**src/rtl/addsub_cla_pipe.sv**
```systemverilog
// addsub_cla_pipe: pipelined CLA adder/subtractor, one SEG-bit segment per stage, valid/ready on both sides.
// Define ADDSUB_SAT_EN to clamp overflowing results when sat is set.
module addsub_cla_pipe #(
    parameter int W   = 16,
    parameter int SEG = 4
) (
    input  logic         clk,
    input  logic         rst_n,
    input  logic         in_valid,
    output logic         in_ready,
    input  logic [W-1:0] a,
    input  logic [W-1:0] b,
    input  logic         m,
    input  logic         sat,
    output logic         out_valid,
    input  logic         out_ready,
    output logic [W-1:0] s,
    output logic         c,
    output logic         v,
    output logic         z,
    output logic         n
);
    localparam int NSEG = W / SEG;

    logic [NSEG:0]   rdy;
    logic [NSEG-1:0] vld, rc, rs;
    logic [W-1:0]    ra [NSEG];
    logic [W-1:0]    rb [NSEG];
    logic [W-1:0]    rr [NSEG];
    logic            rw, rz;

    function automatic logic [SEG:0] cla(input logic [SEG-1:0] x, input logic [SEG-1:0] y, input logic ci);
        logic [SEG:0] cv;
        cv[0] = ci;
        for (int i = 0; i < SEG; i++) cv[i+1] = (x[i] & y[i]) | ((x[i] ^ y[i]) & cv[i]);
        return cv;
    endfunction

    assign rdy[NSEG]  = out_ready;
    assign in_ready   = rdy[0];
    assign out_valid  = vld[NSEG-1];
    assign s          = rr[NSEG-1];
    assign c          = rc[NSEG-1];
    assign v          = rc[NSEG-1] ^ rw;
    assign z          = rz;
    assign n          = rr[NSEG-1][W-1];

    genvar k;
    for (k = 0; k < NSEG; k++) begin : g_stg
        logic [W-1:0] pa, pb, pr, nr, ns;
        logic         pc, ps, pv;
        logic [SEG:0] cv;
        if (k == 0) begin : g_first
            assign pa = a;
            assign pb = b ^ {W{m}};
            assign pr = '0;
            assign pc = m;
            assign ps = sat;
            assign pv = in_valid;
        end else begin : g_next
            assign pa = ra[k-1];
            assign pb = rb[k-1];
            assign pr = rr[k-1];
            assign pc = rc[k-1];
            assign ps = rs[k-1];
            assign pv = vld[k-1];
        end
        assign rdy[k] = !vld[k] || rdy[k+1];
        assign cv     = cla(pa[k*SEG +: SEG], pb[k*SEG +: SEG], pc);
        assign nr     = pr | (W'(pa[k*SEG +: SEG] ^ pb[k*SEG +: SEG] ^ cv[SEG-1:0]) << (k*SEG));
        if (k == NSEG - 1) begin : g_last
            logic unused_sat;
`ifdef ADDSUB_SAT_EN
            assign ns = (ps && (cv[SEG] ^ cv[SEG-1])) ?
                        (nr[W-1] ? {1'b0, {(W-1){1'b1}}} : {1'b1, {(W-1){1'b0}}}) : nr;
`else
            assign ns = nr;
`endif
            assign unused_sat = rs[k] ^ ps;
            // carry into bit W-1 and zero flag only matter once the whole word is known
            always_ff @(posedge clk or negedge rst_n) begin
                if (!rst_n) begin
                    rw <= 1'b0;
                    rz <= 1'b0;
                end else if (rdy[k] && pv) begin
                    rw <= cv[SEG-1];
                    rz <= (ns == '0);
                end
            end
        end else begin : g_mid
            assign ns = nr;
        end
        always_ff @(posedge clk or negedge rst_n) begin
            if (!rst_n) begin
                vld[k] <= 1'b0;
                ra[k]  <= '0;
                rb[k]  <= '0;
                rr[k]  <= '0;
                rc[k]  <= 1'b0;
                rs[k]  <= 1'b0;
            end else if (rdy[k]) begin
                vld[k] <= pv;
                if (pv) begin
                    ra[k] <= pa;
                    rb[k] <= pb;
                    rr[k] <= ns;
                    rc[k] <= cv[SEG];
                    rs[k] <= ps;
                end
            end
        end
    end
endmodule

```
**config.mk**
```make
export PLATFORM = sky130hd
export DESIGN_NAME = addsub_cla_pipe
export DESIGN_NICKNAME = d
export VERILOG_FILES = /design/src/rtl/addsub_cla_pipe.sv
export SDC_FILE = /design/constraint.sdc
export NUM_CORES = 1
export LEC_CHECK = 0
export BUFFER_PORTS_ARGS = -buffer_cell sky130_fd_sc_hd__buf_2
export CORE_MARGIN = 2
export CORE_UTILIZATION = 61
export DETAILED_ROUTE_END_ITERATION = 12
export PLACE_DENSITY = 0.81
export SLEW_MARGIN = 20
export SYNTH_ARGS = -nofsm -noshare
export SYNTH_HDL_FRONTEND = slang
export SYNTH_SLANG_ARGS = --single-unit
```
**constraint.sdc**
```tcl
create_clock -name clk -period 5.5 [get_ports clk]
set_input_delay 1.375 -clock clk [delete_from_list [all_inputs] [get_ports clk]]
set_output_delay 1.375 -clock clk [all_outputs]
set_load 0.05 [all_outputs]
```
Word-level counts from Yosys, hierarchy flattened
Index checks and enable logic that the tools add are counted.
- shifts and indexed selects: 0
- muxes and demuxes: 0
- equality and inequality tests: 0
- $mul: 0
- $lt $le $gt $ge: 0
- divide/modulo/power cells: 0
- bitwise gates (word level): 77
- reduce and logical (&&, ||, !) cells: 14
- add/sub/neg operators: 0
- operator list (kind ; count):
    $and A1 B1 Y1 ; 32
    $xor A4 B4 Y4 ; 8
    $xor A1 B1 Y1 ; 17
    $logic_not A16 Y1 ; 1
    $or A1 B1 Y1 ; 16
    $or A16 B12 Y16 ; 1
    $or A16 B16 Y16 ; 1
    $or A16 B8 Y16 ; 1
    $xor A16 B16 Y16 ; 1
    $reduce_and A2 Y1 ; 4
    $logic_not A1 Y1 ; 4
    $logic_or A1 B1 Y1 ; 4
    $logic_and A1 B1 Y1 ; 1
- bits in read-only memories: 0
- word-level logic and storage cells: 111
- input port bits: 38
- output and inout bits: 22
- RAM bits: 0
- memories kept: 0
- register bits after elaboration: 170
- bits in latches: 0

Longest topological paths before layout
- depth in word-level cells: 10
- gate-level depth with buffers: 11
- mapped depth without buffers: 11

Worst setup path after synthesis
Ideal clock, no wire load.
- path type: input to register
- start: in m
- end: reg rr, in the netlist g_stg[1].pr[3]
- stages on the path: 8
- path buffers: 2
- path slack: 1.967 ns
- setup time: 0.125 ns
- data arrival time: 3.408 ns
- required time: 5.375 ns
- cells stage by stage: buf_2 > buf_2 > xnor2_1 > fa_1 > fa_1 > inv_1 > fa_1 > mux2_2
- cells in the longest elaborated chain, start to end: 9
- elaborated cells on any way between the ends: 15
- classes of those cells: 15 x bitwise
- RTL lines (what ; line ; RTL):
    from (decl) ; 13 ; input logic m,
    $xor A16 B16 Y16 ; 55 ; assign pb = b ^ {W{m}};
    $xor A1 B1 Y1 ; 35 ; for (int i = 0; i < SEG; i++) cv[i+1] = (x[i] & y[i]) | ((x[i] ^ y[i]) & cv[i]);
    $and A1 B1 Y1 ; 35 ;
    $or A1 B1 Y1 ; 35 ;
    $and A1 B1 Y1 ; 35 ;
    $or A1 B1 Y1 ; 35 ;
    $and A1 B1 Y1 ; 35 ;
    $or A1 B1 Y1 ; 35 ;
    $xor A4 B4 Y4 * ; 70 ; assign nr = pr | (W'(pa[k*SEG +: SEG] ^ pb[k*SEG +: SEG] ^ cv[SEG-1:0]) << (k*SEG));
    named net g_stg[0].nr[3] ; 50 ; logic [W-1:0] pa, pb, pr, nr, ns;
    to (signal, indexed assignment) ; 106 ; rr[k] <= ns;
    to (decl) ; 29 ; logic [W-1:0] rr [NSEG];
The timed path passes the listed nets; every way through them passes the cells marked *.
A chain may end at the register's enable or synchronous reset.

Worst setup path in the final report
- start: in out_ready
- end: out in_ready
- cells in the longest elaborated chain, start to end: 4
- RTL lines (what ; line ; RTL):
    from (decl) ; 16 ; input logic out_ready,
    $logic_or A1 B1 Y1 (4 in series) ; 68 ; assign rdy[k] = !vld[k] || rdy[k+1];
    to (decl) ; 10 ; output logic in_ready,
No other way between the ends.

==> flow_summary.json <==
{
  "status": "complete, no violations",
  "cts_resized": 0,
  "max_freq_mhz": 282,
  "r2r_slack_ps": 2880,
  "rr_worst_depth": 11,
  "rsz0062_at_grt": "no",
  "htree_num_levels": 3,
  "finalCritPeriodShare": 0.645,
  "setup_viol": 0,
  "end_kind": "output port",
  "antenna_cells": 0,
  "path_clk_slew_ps": 80,
  "worstSkewPairLatency_ps": 350,
  "relSlewSlack": 0.298,
  "min_path_type": "reg2reg",
  "crit_path_start": "out_ready",
  "grt_pass1_wl_um": 11200,
  "p_leak_uw": 0.00229,
  "final_util": 0.714,
  "r2r_start": "g_stg[3].pa[12]$_DFFE_PN0P_",
  "worstPathMaxFanout": 6,
  "ys_warn_count": 0,
  "cts_tree": "done",
  "grt_max_degree": 58,
  "antenna_found_initial": 0,
  "fin_tns_setup_ps": 0,
  "clockBufferDepth": 2,
  "routed_via_density": 5.13,
  "synth-seq-cells": 98,
  "dp_cells": 435,
  "coreArea_um2": 6790,
  "io_pins": 60,
  "hpwl_um": 4670,
  "syn_area_per_cell_um2": 14.7,
  "p_per_area_nw_per_um2": 530,
  "r2r-end": "z$_DFFE_PN0P_",
  "worstSetupEndpoint": "in_ready",
  "die_h_um": 87.9,
  "die_x_um": 87.9,
  "ir_drop_v": 0.000180,
  "syn_to_final_growth_pct": 13.0,
  "nets": 403,
  "routed_wl_um": 6600,
  "routedWlPerCell_um": 14.6,
  "drc": 0,
  "holdWs_ps": 503,
  "drtIter0Drc": 137,
  "instances_no_fill": 451,
  "port-buffer-count": 58,
  "grtUsageTotal": 0.193,
  "initial_core_util": 0.631,
  "via_count": 2314,
  "clock_skew_ps": 7.64,
  "drv_slew": 0,
  "netlist_area_um2": 4290,
  "cts_made_buffers": 9,
  "worstMarginPinSlew_ps": 1050,
  "firstDrtPassIters": 4,
  "worstSetupPathType": "in2out",
  "overflow": 0,
  "ys_seq_area_frac": 0.572,
  "post_route_cells_drive_above_1_share": 0.439,
  "grt_pass1_vias": 2356,
  "cts.sinks": 98,
  "cts_setup_buffers": 0,
  "ctsHoldBuffers": 0,
  "root_buffer": "clkbuf_8",
  "startpoint_type": "input port",
  "postRouteAntennaNets": 0,
  "finalHoldViolCount": 0,
  "synth_cell_types": 23,
  "synth_cells": 291,
  "finalPower_uw": 2570,
  "arrival_ps": 2170,
  "rows": 30,
  "dieArea_um2": 7720,
  "drv_cap": 0,
  "syn_nets": 344,
  "gp_congestion": 0.759,
  "min_period_ps": 3550,
  "critPathRequiredTime_ps": 4120
}
-- flip-flops by register name, indices dropped and copies added, names as in the netlist --
| register | cells |
|---|---|
| g_stg.pa | 24 |
| g_stg.pb | 24 |
| g_stg.pr | 24 |
| s | 16 |
| g_stg.pc | 3 |
| g_stg.pv | 3 |
| c | 1 |
| out_valid | 1 |
| rw | 1 |
| z | 1 |
-- worst min path at each step --
stage,startpoint,end,slack (ps),depth (start not counted)
6_report,g_stg[2].pr[7]$_DFFE_PN0P_,g_stg[3].pr[7]$_DFFE_PN0P_,500,1
4_1_cts,g_stg[2].pr[7]$_DFFE_PN0P_,g_stg[3].pr[7]$_DFFE_PN0P_,510,1
5_1_grt,g_stg[2].pb[8]$_DFFE_PN0P_,g_stg[2].pb[8]$_DFFE_PN0P_,520,1
3_3_place_gp,g_stg[2].pr[7]$_DFFE_PN0P_,g_stg[3].pr[7]$_DFFE_PN0P_,480,1
2_1_floorplan,g_stg[2].pr[1]$_DFFE_PN0P_,g_stg[2].pr[1]$_DFFE_PN0P_,470,2
3_5_place_dp,g_stg[2].pr[7]$_DFFE_PN0P_,g_stg[3].pr[7]$_DFFE_PN0P_,490,1
-- cell usage in the layout, fill, tap and decap left out, types with 2 or more instances in the layout --
master    instances
buf_2            57
buf_4             2
clkbuf_8         11
clkinv_2          3
dfrtp_1          98
fa_1             15
inv_1            32
mux2_2           73
mux2_4            6
mux2i_1          11
nand2_1           5
nand2b_1          4
nor4_1            2
nor4b_1           2
o21ai_0           8
xnor2_1           4
xor2_1           13
-- critical path: stages --
cell and delay (ps):
buf_2 120, and4b_4 370, nand2_1 80, buf_2 220
-- power by group --
part	internal, uW	leakage (uW)	switching, uW
registers	978	0.00115	154
clock network	233	0.000105	233
logic	400	0.00104	571
-- metal layers --
layer	GRT usage	up-vias	wire length [um]
met5	0	-	0
met4	0.0797	0	89
met3	0.0283	7	205
met2	0.311	47	3190
met1	0.268	1173	3120
li1	-	1087	-
-- area by class of cell --
| class | instances | area [um2] |
|---|---|---|
| clock buffer | 11 | 151 |
| clock inverter | 5 | 52.6 |
| fill | 451 | 1950 |
| inverter | 32 | 120 |
| multi-input combinational | 150 | 1650 |
| sequential | 98 | 2450 |
| tap | 96 | 120 |
| timing repair buffer | 59 | 300 |
-- per-stage QoR --
| stage | worst slack [ps] | area, um2 |
|---|---|---|
| after CTS | 1940 | 4850 |
| after detailed placement | 1900 | 4640 |
| after global placement | 1950 | 4640 |
| after global routing | 1930 | 4850 |
| after floorplan | 1970 | 4290 |
| final | 1950 | 4850 |
-- synth_stat cells --
library cell	n	area, um2
a21boi_2	1	11.3
buf_2	7	35.0
mux2_2	73	822
a31oi_1	1	6.26
nor4_1	2	12.5
buf_6	2	22.5
mux2_4	6	90.1
inv_1	32	120
xor2_1	13	114
xnor2_1	4	35.0
dfrtp_1	98	2450
o21ai_0	8	40.0
a21oi_1	1	5.00
nand3b_1	1	7.51
and4b_4	1	13.8
buf_4	2	15.0
nand4b_1	1	8.76
mux2i_1	11	110
fa_1	15	300
nand2_1	5	18.8
nor4b_1	2	17.5
nand2b_1	4	25.0
nand4_1	1	6.26
-- cells by family after synthesis --
logic type / Yosys count / share of synthesized area
AO/OA/AOI/OAI: 11 / 0.0146
XOR/XNOR: 17 / 0.0347
adder cells (fa/ha/maj): 15 / 0.0700
buffers and inverters: 43 / 0.0449
flip-flops: 98 / 0.572
multiplexers: 90 / 0.238
AND/OR/NAND/NOR: 17 / 0.0257
No activity file was read; power rests on OpenSTA's default activity.
